## src/rtl/clock_text_overlay.sv

```systemverilog
// clock_text_overlay
// Renders N_FIELDS two-digit BCD fields with colon separators ("hh:mm:ss" by
// default) at a fixed screen position and glyph scale. It produces the font ROM
// address, the glyph bit column, a colour index and a cell-valid flag, two
// clocks after the pixel coordinate is presented.
//
// The digits are snapshotted once per frame so the display never tears. The
// field under edit can blink.
//
// Ports:
//   clk         pixel clock
//   reset_n     asynchronous active-low reset
//   pixelx/y    current pixel coordinate (10 bits each)
//   video_on    visible-area flag
//   frame_tick  one-cycle pulse per frame; loads the digit snapshot and
//               advances the blink counter
//   digits      BCD fields, field f = digits[8f+7:8f] = {tens, units}
//   edit_en     edit mode active
//   edit_sel    index of the field being edited
//   rom_addr    {char_code[6:0], glyph_row[3:0]}
//   bit_col     glyph column within the ROM byte
//   font_size   glyph scale exponent (SCALE_LOG2)
//   color_addr  colour index
//   char_valid  pixel lies in a drawn character cell
module clock_text_overlay #(
    parameter int         N_FIELDS     = 3,
    parameter int         X0           = 100,
    parameter int         Y0           = 3,
    parameter int         SCALE_LOG2   = 0,
    parameter int         BLINK_FRAMES = 30,
    parameter logic [3:0] COLOR_NORM   = 4'd2,
    parameter logic [3:0] COLOR_EDIT   = 4'd4
) (
    input  logic                    clk,
    input  logic                    reset_n,
    input  logic [9:0]              pixelx,
    input  logic [9:0]              pixely,
    input  logic                    video_on,
    input  logic                    frame_tick,
    input  logic [8*N_FIELDS-1:0]   digits,
    input  logic                    edit_en,
    input  logic [2:0]              edit_sel,
    output logic [10:0]             rom_addr,
    output logic [2:0]              bit_col,
    output logic [1:0]              font_size,
    output logic [3:0]              color_addr,
    output logic                    char_valid
);

    localparam int N_CELLS    = 3 * N_FIELDS - 1;
    localparam int CELL_W     = 8 << SCALE_LOG2;
    localparam int CELL_H     = 16 << SCALE_LOG2;
    localparam int X_END      = X0 + N_CELLS * CELL_W;
    localparam int Y_END      = Y0 + CELL_H;
    localparam int CELL_SHIFT = 3 + SCALE_LOG2;
    localparam int CNT_W      = (BLINK_FRAMES > 1) ? $clog2(BLINK_FRAMES) : 1;

    // ---------------- digit snapshot ----------------
    logic [8*N_FIELDS-1:0] digits_q_reg;

    always_ff @(posedge clk or negedge reset_n) begin
        if (!reset_n)
            digits_q_reg <= '0;
        else if (frame_tick)
            digits_q_reg <= digits;
    end

    // ---------------- blink state ----------------
    logic             edit_en_d_reg;
    logic [CNT_W-1:0] blink_cnt_reg;
    logic             blink_phase_reg;

    always_ff @(posedge clk or negedge reset_n) begin
        if (!reset_n) begin
            edit_en_d_reg   <= 1'b0;
            blink_cnt_reg   <= '0;
            blink_phase_reg <= 1'b0;
        end else begin
            edit_en_d_reg <= edit_en;
            // Entering edit mode restarts with the digits visible; this takes
            // priority over a frame_tick in the same cycle.
            if (edit_en && !edit_en_d_reg) begin
                blink_cnt_reg   <= '0;
                blink_phase_reg <= 1'b0;
            end else if (frame_tick && edit_en) begin
                if (blink_cnt_reg == CNT_W'(BLINK_FRAMES - 1)) begin
                    blink_cnt_reg   <= '0;
                    blink_phase_reg <= ~blink_phase_reg;
                end else begin
                    blink_cnt_reg <= blink_cnt_reg + 1'b1;
                end
            end
        end
    end

    // ---------------- stage 1: geometry ----------------
    logic [11:0] px_ext;
    logic [11:0] py_ext;
    logic [9:0]  dx;
    logic [9:0]  dy;
    logic        in_region_next;

    assign px_ext = {2'b00, pixelx};
    assign py_ext = {2'b00, pixely};
    assign dx     = pixelx - 10'(X0);
    assign dy     = pixely - 10'(Y0);
    assign in_region_next = (px_ext >= 12'(X0)) && (px_ext < 12'(X_END)) &&
                            (py_ext >= 12'(Y0)) && (py_ext < 12'(Y_END));

    logic       in_region_s1_reg;
    logic       video_on_s1_reg;
    logic [4:0] cell_s1_reg;
    logic [3:0] glyph_row_s1_reg;
    logic [2:0] bit_col_s1_reg;

    always_ff @(posedge clk or negedge reset_n) begin
        if (!reset_n) begin
            in_region_s1_reg <= 1'b0;
            video_on_s1_reg  <= 1'b0;
            cell_s1_reg      <= '0;
            glyph_row_s1_reg <= '0;
            bit_col_s1_reg   <= '0;
        end else begin
            in_region_s1_reg <= in_region_next;
            video_on_s1_reg  <= video_on;
            cell_s1_reg      <= 5'(dx >> CELL_SHIFT);
            glyph_row_s1_reg <= 4'(dy >> SCALE_LOG2);
            bit_col_s1_reg   <= 3'(dx >> SCALE_LOG2);
        end
    end

    // ---------------- per-cell character table ----------------
    // One entry per possible cell index, so the stage-1 cell number selects
    // directly. Indices past the last cell are never reached inside the region.
    logic [6:0] cell_code  [0:31];
    logic       cell_digit [0:31];
    logic [2:0] cell_field [0:31];

    for (genvar gi = 0; gi < 32; gi++) begin : g_cell
        if (gi < N_CELLS && (gi % 3) != 2) begin : g_digit
            logic [3:0] nib;
            if ((gi % 3) == 0) begin : g_tens
                assign nib = digits_q_reg[8*(gi/3)+4 +: 4];
            end else begin : g_units
                assign nib = digits_q_reg[8*(gi/3) +: 4];
            end
            assign cell_code[gi]  = (nib > 4'd9) ? 7'h3F : (7'h30 + {3'b000, nib});
            assign cell_digit[gi] = 1'b1;
            assign cell_field[gi] = 3'(gi / 3);
        end else begin : g_colon
            assign cell_code[gi]  = 7'h3A;
            assign cell_digit[gi] = 1'b0;
            assign cell_field[gi] = 3'(gi / 3);
        end
    end

    // ---------------- stage 2: character, colour, valid ----------------
    logic        edit_hit;
    logic        visible;
    logic [10:0] rom_addr_next;
    logic [2:0]  bit_col_next;
    logic [3:0]  color_next;

    always_comb begin
        edit_hit = edit_en && ({1'b0, edit_sel} < 4'(N_FIELDS)) &&
                   cell_digit[cell_s1_reg] && (cell_field[cell_s1_reg] == edit_sel);
        visible  = in_region_s1_reg && video_on_s1_reg && !(edit_hit && blink_phase_reg);
        rom_addr_next = '0;
        bit_col_next  = '0;
        color_next    = '0;
        if (visible) begin
            rom_addr_next = {cell_code[cell_s1_reg], glyph_row_s1_reg};
            bit_col_next  = bit_col_s1_reg;
            color_next    = edit_hit ? COLOR_EDIT : COLOR_NORM;
        end
    end

    always_ff @(posedge clk or negedge reset_n) begin
        if (!reset_n) begin
            rom_addr   <= '0;
            bit_col    <= '0;
            color_addr <= '0;
            char_valid <= 1'b0;
            font_size  <= '0;
        end else begin
            rom_addr   <= rom_addr_next;
            bit_col    <= bit_col_next;
            color_addr <= color_next;
            char_valid <= visible;
            font_size  <= 2'(SCALE_LOG2);
        end
    end

endmodule

```

## config.mk

```make
export PLATFORM = sky130hd
export DESIGN_NAME = clock_text_overlay
export DESIGN_NICKNAME = d
export VERILOG_FILES = /design/src/rtl/clock_text_overlay.sv
export SDC_FILE = /design/constraint.sdc
export NUM_CORES = 1
export LEC_CHECK = 0
export CORE_MARGIN = 1.5
export CORE_UTILIZATION = 45
export CTS_BUF_LIST = sky130_fd_sc_hd__clkbuf_4
export CTS_CLUSTER_DIAMETER = 30
export DETAILED_ROUTE_END_ITERATION = 7
export GPL_ROUTABILITY_DRIVEN = 0
export GPL_TIMING_DRIVEN = 0
export PLACE_DENSITY_LB_ADDON = 0.1
export SKIP_LAST_GASP = 1
export SLEW_MARGIN = 10
export SYNTH_ARGS = -nofsm -noshare
export SYNTH_HDL_FRONTEND = slang
export SYNTH_SLANG_ARGS = --single-unit
```

## constraint.sdc

```tcl
create_clock -name clk -period 2.5 [get_ports clk]
set_clock_uncertainty 0.2 [all_clocks]
set_input_delay 0.375 -clock clk [delete_from_list [all_inputs] [get_ports clk]]
set_output_delay 0.375 -clock clk [all_outputs]
set_load 0.01 [all_outputs]
```

==> results of run 1 <==
## layout by cell type, fill, tap and decap left out, types with 2 or more instances in the layout
cell | Yosys | final
o31ai_1 | 2 | 2
ha_1 | 5 | 5
inv_1 | 9 | 9
o221ai_1 | 2 | 2
mux2_2 | 24 | 24
nand3b_1 | 2 | 2
nor2_1 | 13 | 13
o21ai_1 | 6 | 6
buf_4 | 7 | 8
clkdlybuf4s50_1 | 0 | 65
nand2_1 | 16 | 16
xor2_1 | 3 | 3
xnor2_1 | 4 | 4
a2111oi_0 | 3 | 3
nor3_1 | 8 | 8
and2_1 | 8 | 8
inv_6 | 0 | 2
clkbuf_1 | 6 | 6
nand3_1 | 4 | 4
nand4_1 | 2 | 2
nor4_1 | 2 | 2
o21ai_0 | 10 | 10
clkbuf_4 | 0 | 9
dfrtp_1 | 59 | 59
a211o_1 | 2 | 2
nand2b_1 | 4 | 4
a31oi_1 | 2 | 2
clkinvlp_4 | 0 | 4
a211oi_1 | 5 | 5
conb_1 | 1 | 5
a21oi_1 | 14 | 14
## worst paths after layout
kind	from	to	slack [ns]
worst max-delay path	cell_s1_reg[0]	rom_addr[2]	0.45
worst min-delay path	video_on	video_on_s1_reg	0.20
worst max register to register	cell_s1_reg[0]	rom_addr[2]	0.45
worst min register to register	glyph_row_s1_reg[1]	rom_addr[1]	0.25
max in group asynchronous	reset_n	digits_q_reg[6]	1.26
min in group asynchronous	reset_n	digits_q_reg[4]	0.36
## critical path, delay by kind of cell, from the launching register on
family | cells | cell delay, ns
flip-flops | 1 | 0.47
AO/OA/AOI/OAI | 3 | 0.74
AND/OR/NAND/NOR | 2 | 0.54
## cell families (layout without fill, tap and decap cells)
group           Yosys count  in the layout
other cells               1              5
fa+ha+maj                 5              5
simple gates             66             66
xor+xnor                  7              7
buf+inv                  24            107
compound gates           53             53
flops                    59             59
mux                      25             25
## power by group through the flow
stage | clock, W | sequential [W] | combinational, W
after floorplan | 0 | 0.00110 | 0.000192
after global placement | 0 | 0.00111 | 0.000325
after detailed placement | 0 | 0.00112 | 0.000330
after CTS | 0.000603 | 0.00110 | 0.000332
after global routing | 0.000655 | 0.00111 | 0.000373
final | 0.000593 | 0.00110 | 0.000329
## layer usage
layer | global-route usage [%] | share of wire (%) | wire length [µm] | vias to the layer above
met3 | 4.43 | 6.3 | 333 | 7
met2 | 28.9 | 47 | 2500 | 61
met4 | 9.83 | 1.6 | 87 | 0
li1 | - | - | - | 1010
met1 | 23.4 | 45 | 2390 | 969
met5 | 0 | 0 | 0 | -
## layout make-up
cell class | instances | area [µm²]
fill | 451 | 2060
sequential | 59 | 1480
multi-input combinational | 161 | 1110
timing repair buffer | 67 | 668
tap | 72 | 90.1
buffer | 15 | 83.8
clock buffer | 9 | 67.6
clock inverter | 7 | 52.6
inverter | 9 | 33.8
## through the flow
stage               power, W  area, µm²  util [%]
finish               0.00202       3580      63.5
global placement     0.00144       3450      61.2
floorplan            0.00129       2700         -
detailed placement   0.00145       3450      61.2
CTS                  0.00203       3580      63.5
global route         0.00214       3580      63.5
==> results.yml, run 1 <==
synth:
  synth_simple_gate_area_share_pct: 12.6
  yosysWarnings: 0
  seq_area_frac_synth_pct: 54.9
  synth-adder-area-share_pct: 2.33
  avgSynthCellArea_um2: 11.2
  synth-edff-count: 0
  ys_types: 44
  synth.area.top_cells: "dfrtp_1 (55%), mux2_2 (10%), a21oi_1 (2.6%)"
  synth_top_family_by_area: "compound AO/OA/AOI/OAI gates"
  yosysMostFrequentCell: "dfrtp_1"
  ys_seq_elements: 59
  synth-compound-area-share_pct: 12.9
  synth.area.mux_share_pct: 10.4
  synth_common_cells: "dfrtp_1 (59), mux2_2 (24), nand2_1 (16)"
  synth-xor-area-share_pct: 2.28
  yosys_most_used_dff: "dfrtp_1"
  yosysTopAreaCell: "dfrtp_1"
  synth_top_area_share_pct: 54.9
  syn_inst: 240
  netlist_area_um2: 2690
  async_reset_ff_share_pct: 100
place:
  place_inst: 382
  dp_hpwl_um: 3900
  port_buffers: 66
  pre_cts_ws_ns: 0.216
route:
  route.vias.total: 2047
  routedWlPerCell_um: 13.3
  drc: 0
  firstDrtPassIters: 4
  wl_um: 5310
  routed_via_density: 5.13
  ant_nets: 0
  drtIter0Drc: 98
cells_and_area:
  final_layout_size_suffix_gt1_share_pct: 15.6
  layout.cells.non_filler: 399
  nets: 379
  diodes: 0
  largest_register_ffs: 24
  synthToLayoutAreaGrowth_pct: 33.2
cts:
  cts.htree.levels: 3
  clk_latency_ns: 0.40
  postCtsSetupRepairBufs: 0
  cts_buffer_depth: 2
  path_clk_slew_ns: 0.10
  clkSinkCount: 59
  cts_tree: "done"
  root_buffer: "clkbuf_4"
  cts_buffers: 9
  cts-resized-gates: 0
  postCtsHoldBufs: 1
floorplan:
  initial_core_util_pct: 47.7
  core-area_um2: 5640
  dieHeight_um: 80.3
  fp.dieW_um: 80.3
  rows: 27
  die_area_um2: 6450
  io_pins: 73
worst_setup_path:
  reg2reg_depth: 5
  crit_path_start_kind: "register"
  crit_fanout: 10
  cp_common_cell: "a21oi_1"
  cp_data_arrival_time_ns: 2.14
  crit_slowest_cell: "dfrtp_1"
  critPathMaxStageDelay_ns: 0.47
  end_kind: "register"
  critPathKind: "register to register"
  cp_data_required_time_ns: 2.60
  cp_cell_sequence: "or3b_1, a21oi_1, a21oi_1, o311a_4, and2_1"
timing:
  setup_ws_ns: 0.452
  finalSetupViolCount: 0
  hold_viol: 0
  holdWs_ns: 0.204
  rsz0062_at_grt: "false"
  period_minus_slack_ns: 2.05
  fmax_ghz: 0.488
  post-route-period-util_pct: 81.9
  setup_tns_ns: 0
  worstMarginPinSlew_ns: 0.725
  relSlewSlack_pct: 51.7
  slew_violations: 0
global_route:
  antenna_found_initial: 0
  grt_max_degree: 60
  grt_usage_pct: 18.4
  grt_pass1_wl_um: 8910
  grt_pass1_vias: 1984
  grt-ovfl-total: 0
power_and_ir_drop:
  seqPwrFrac_pct: 54.4
  p_clk_share_pct: 29.3
  powerDensity_nw_per_um2: 564
  sw_frac_of_total_pct: 29.8
  switchingPower_w: 0.000601
  internal_power_w: 0.00142
  peakVddDrop_uv: 289
  p_comb_share_pct: 16.3
  p_leak_nw: 1.51
hold_path:
  hold_path_class: "input pin to register"
  holdPathStages: 1
outcome:
  status: "finished clean"
flow_run:
  cap_violations: 0
(Power assumes the default switching activity.)
==> inputs of run 2 (changes only) <==
- clock period: 2.5 -> 2 ns (I/O delays scaled with it)
==> run 2 against run 1 <==
Setup slack got worse by 0.39 ns. Register-to-register slack got worse by 0.39 ns. Critical endpoint unchanged. Die area did not move. Wire length rose by 2.1%. Final cell count rose by 0.50%. Sequential power rose by 25%.
==> results.yml, run 2 (same netlist as run 1, synthesis figures left out) <==
power_and_ir_drop:
  seqPwrFrac_pct: 54.0
  p_comb_share_pct: 16.8
  sw_frac_of_total_pct: 29.8
  internal_power_w: 0.00178
  p_leak_nw: 1.53
  p_clk_share_pct: 29.2
  peakVddDrop_uv: 363
  switchingPower_w: 0.000759
  powerDensity_nw_per_um2: 703
global_route:
  grt-ovfl-total: 0
  grt_pass1_vias: 1992
  grt_usage_pct: 18.6
  grt_max_degree: 60
  antenna_found_initial: 0
  grt_pass1_wl_um: 9000
cells_and_area:
  synthToLayoutAreaGrowth_pct: 34.5
  layout.area.seq_um2: 1480
  diodes: 0
  fill_cells: 453
  multi_input_area_um2: 1120
  layout_common_cells: "clkdlybuf4s50_1 (65), dfrtp_1 (58), mux2_2 (24)"
  final_cell_area_um2: 3620
  largest_register_ffs: 24
  final_layout_size_suffix_gt1_share_pct: 18.2
  final_common_cell: "clkdlybuf4s50_1"
  utilization_pct: 64.1
  nets: 381
route:
  routedWlPerCell_um: 13.5
  drc: 0
  drtIter0Drc: 144
  routed_via_density: 5.13
  ant_nets: 0
  firstDrtPassIters: 4
  route.vias.total: 2058
  wl_um: 5420
worst_setup_path:
  cp_common_cell: "a21oi_2"
  crit_slowest_cell: "dfrtp_2"
  critPathKind: "register to register"
  path_delay_family: "compound AO/OA/AOI/OAI gates"
  regToRegSetupSlack_ns: 0.06
  critPathMaxStageDelay_ns: 0.46
  crit_path_start_kind: "register"
  crit_fanout: 10
  r2r_start: "cell_s1_reg[0]"
  end_kind: "register"
  cp_data_arrival_time_ns: 2.03
  crit_start: "cell_s1_reg[0]"
  r2r-end: "rom_addr[2]"
  path_buf_inv: 0
  reg2reg_depth: 5
  cp_data_required_time_ns: 2.10
  cp_cell_sequence: "or3b_1, a21oi_2, a21oi_2, o311a_4, and2_1"
  cp-endpoint: "rom_addr[2]"
  cp.depth: 5
cts:
  cts.htree.levels: 3
  clkSinkCount: 59
  root_buffer: "clkbuf_4"
  cts_buffers: 9
  cts_tree: "done"
  cts_buffer_depth: 2
  path_clk_slew_ns: 0.10
  clk_latency_ns: 0.41
timing:
  worstMarginPinSlew_ns: 0.716
  fmax_ghz: 0.517
  finalSetupViolCount: 0
  post-route-period-util_pct: 96.8
  slew_violations: 0
  setup_ws_ns: 0.0644
  relSlewSlack_pct: 52.3
  holdWs_ns: 0.127
  period_minus_slack_ns: 1.94
  hold_viol: 0
  setup_tns_ns: 0
  rsz0062_at_grt: "true"
floorplan:
  core-area_um2: 5640
  initial_core_util_pct: 47.7
  io_pins: 73
  rows: 27
  fp.dieW_um: 80.3
  dieHeight_um: 80.3
  die_area_um2: 6450
place:
  pre_cts_ws_ns: -0.209
  dp_hpwl_um: 3900
  port_buffers: 66
  place_area_um2: 3450
hold_path:
  hold_path_class: "input pin to register"
  holdPathStages: 1
outcome:
  status: "finished clean"
flow_run:
  cap_violations: 0
## run 2: power groups by stage
| stage | Sequential [W] | Clock [W] | Combinational, W |
|---|---|---|---|
| after floorplan | 0.00137 | 0 | 0.000239 |
| after global placement | 0.00139 | 0 | 0.000406 |
| after detailed placement | 0.00140 | 0 | 0.000413 |
| after CTS | 0.00137 | 0.000754 | 0.000423 |
| after global routing | 0.00139 | 0.000820 | 0.000481 |
| final | 0.00137 | 0.000742 | 0.000427 |
## run 2: cell type report
cell class | instances | share of cell area (%)
multi-input cells | 161 | 31.1
inverters | 9 | 0.934
well taps | 72 | 2.49
flip-flops and latches | 59 | 40.9
plain buffers | 15 | 2.42
clock buffers | 9 | 1.87
repair buffers | 69 | 18.9
clock inverters | 7 | 1.45
## run 2: metal layers
layer	track usage [%]	wire, µm
met5	0	0
met4	9.83	87
met3	4.32	331
met2	29.3	2550
met1	23.6	2450
## run 2: per-stage QoR
stage | instances | power (W)
final | 401 | 0.00254
after global routing | 401 | 0.00269
after CTS | 401 | 0.00255
after floorplan | 244 | 0.00161
after detailed placement | 382 | 0.00181
after global placement | 382 | 0.00180
## run 2: worst min-delay path by stage
stage,endpoint,slack [ns],startpoint
floorplan,bit_col[0],-0.20,reset_n
global placement,rom_addr[0],0.23,glyph_row_s1_reg[0]
detailed placement,digits_q_reg[4],0.20,reset_n
CTS,video_on_s1_reg,0.11,video_on
global route,video_on_s1_reg,0.11,video_on
finish,video_on_s1_reg,0.13,video_on
## run 2: timing repair
action	CTS	global route
hold buffers	1	0
pin swaps	0	1
gates resized for setup	2	8
buffers inserted	2	0
endpoints found under the setup margin	10	12
endpoints found under the hold margin	59	0
==> inputs of run 3 (changes only) <==
- MAX_ROUTING_LAYER: default -> met4
- REMOVE_ABC_BUFFERS: default -> 1
- SETUP_SLACK_MARGIN: default -> 0.4
==> run 3 against run 2 <==
Utilization is 1.7 points higher. Critical path depth stayed put. Hold slack better by 0.0063 ns. Count of clock-buffer cells in the layout stayed put. Sequential share of layout area is 0.98 points lower. Non-clock buffer count is 5 lower. Sequential power hardly changed. Sequential cell count stayed put. Critical endpoint is now bit_col[0].
==> results.yml, run 3 (same netlist as run 1, synthesis figures left out) <==
cells_and_area:
  final_common_cell: "dfrtp_1"
  fill_cells: 434
  diodes: 0
  layout_common_cells: "dfrtp_1 (56), clkdlybuf4s50_1 (49), mux2_2 (24)"
  synthToLayoutAreaGrowth_pct: 38.1
  largest_register_ffs: 24
  nets: 377
  utilization_pct: 65.8
  final_layout_size_suffix_gt1_share_pct: 22.2
  multi_input_area_um2: 1210
  layout.area.seq_um2: 1480
timing:
  worstMarginPinSlew_ns: 0.724
  period_minus_slack_ns: 1.90
  hold_viol: 0
  post-route-period-util_pct: 95.0
  setup_ws_ns: 0.0994
  holdWs_ns: 0.133
  fmax_ghz: 0.526
  rsz0062_at_grt: "true"
  slew_violations: 0
  finalSetupViolCount: 0
  relSlewSlack_pct: 51.7
global_route:
  grt_usage_pct: 20.0
  antenna_found_initial: 0
  grt_pass1_wl_um: 9250
  grt_max_degree: 60
  grt_pass1_vias: 2012
  grt-ovfl-total: 0
floorplan:
  rows: 27
  io_pins: 73
  dieHeight_um: 80.3
  fp.dieW_um: 80.3
  initial_core_util_pct: 47.7
  core-area_um2: 5640
  die_area_um2: 6450
worst_setup_path:
  r2r_start: "cell_s1_reg[1]"
  critPathKind: "register to register"
  r2r-end: "bit_col[0]"
  crit_fanout: 5
  end_kind: "register"
  cp_common_cell: "a21oi_2"
  cp_data_required_time_ns: 2.10
  regToRegSetupSlack_ns: 0.1
  critPathMaxStageDelay_ns: 0.44
  cp_data_arrival_time_ns: 2.00
  crit_path_start_kind: "register"
  cp_cell_sequence: "or3b_1, a21oi_2, a21oi_2, o311a_4, and2_1"
  reg2reg_depth: 5
  crit_slowest_cell: "dfrtp_2"
hold_path:
  min_to: "video_on_s1_reg"
  holdPathStages: 1
  hold_path_class: "input pin to register"
  min_from: "video_on"
cts:
  root_buffer: "clkbuf_4"
  clkSinkCount: 59
  cts_buffers: 9
  cts.htree.levels: 3
  cts_buffer_depth: 2
  path_clk_slew_ns: 0.10
  cts_tree: "done"
  clk_latency_ns: 0.40
route:
  ant_nets: 0
  drtIter0Drc: 151
  drc: 0
  routedWlPerCell_um: 14.3
  routed_via_density: 5.28
  firstDrtPassIters: 4
  route.vias.total: 2097
  wl_um: 5660
outcome:
  status: "finished clean"
power_and_ir_drop:
  peakVddDrop_uv: 489
  p_leak_nw: 1.60
  powerDensity_nw_per_um2: 746
place:
  pre_cts_ws_ns: -0.702
  dp_hpwl_um: 3820
  port_buffers: 67
flow_run:
  cap_violations: 0
run 3: layout make-up:
class,count,area share (%)
clock buffers,9,1.82
clock inverters,7,2.22
inverters,9,0.910
multi-input cells,162,32.6
flip-flops and latches,59,39.9
well taps,72,2.43
repair buffers,79,20.2
run 3: through the flow:
step                      power, W  setup TNS (ns)  instance area (µm²)  cells
after floorplan            0.00159          -0.369                 2620    229
after global placement     0.00178          -95.84                 3380    368
after detailed placement   0.00180          -13.66                 3380    368
after CTS                  0.00279               0                 3680    396
after global routing       0.00291               0                 3710    397
final                      0.00277               0                 3710    397
run 3: report_power, final:
group	leakage, nW	total, W	internal (W)	switching [W]
Sequential	0.724	0.00138	0.00129	0.0000901
Clock	0.0845	0.000922	0.000492	0.000430
Combinational	0.794	0.000468	0.000256	0.000212
Total	1.60	0.00277	0.00204	0.000732
run 3: worst max path at each step:
| stage | start | to | slack [ns] | depth (start not counted) |
|---|---|---|---|---|
| finish | cell_s1_reg[1] | bit_col[0] | 0.1 | 5 |
| CTS | cell_s1_reg[1] | bit_col[0] | 0.09 | 5 |
| detailed placement | frame_tick | blink_cnt_reg[4] | -0.70 | 6 |
| floorplan | cell_s1_reg[1] | bit_col[0] | -0.05 | 5 |
| global route | cell_s1_reg[1] | bit_col[0] | 0.01 | 5 |
| global placement | reset_n | bit_col[0] | -1.40 | 1 |
run 3: layer usage:
layer	GRT usage, %	vias up	part of all wire (%)
met4	7.59	0	1.1
met2	30.8	62	50
met3	6.59	8	5.8
met1	24.5	1012	43
met5	-	-	0
li1	-	1015	-
run 3: what timing repair did:
item / in CTS / in global routing
resized for setup: 41 / 17
pin swaps: 3 / 2
gates cloned: 1 / 0
setup endpoints to repair: 60 / 26
hold buffers: 1 / 0
hold endpoints to repair: 59 / 0
setup buffers: 10 / 1
run 3: worst max-delay path, delay by kind of cell (launching register included):
family          cells  cell delay [ns]
compound gates      3             0.61
flops               1             0.44
simple gates        2             0.55
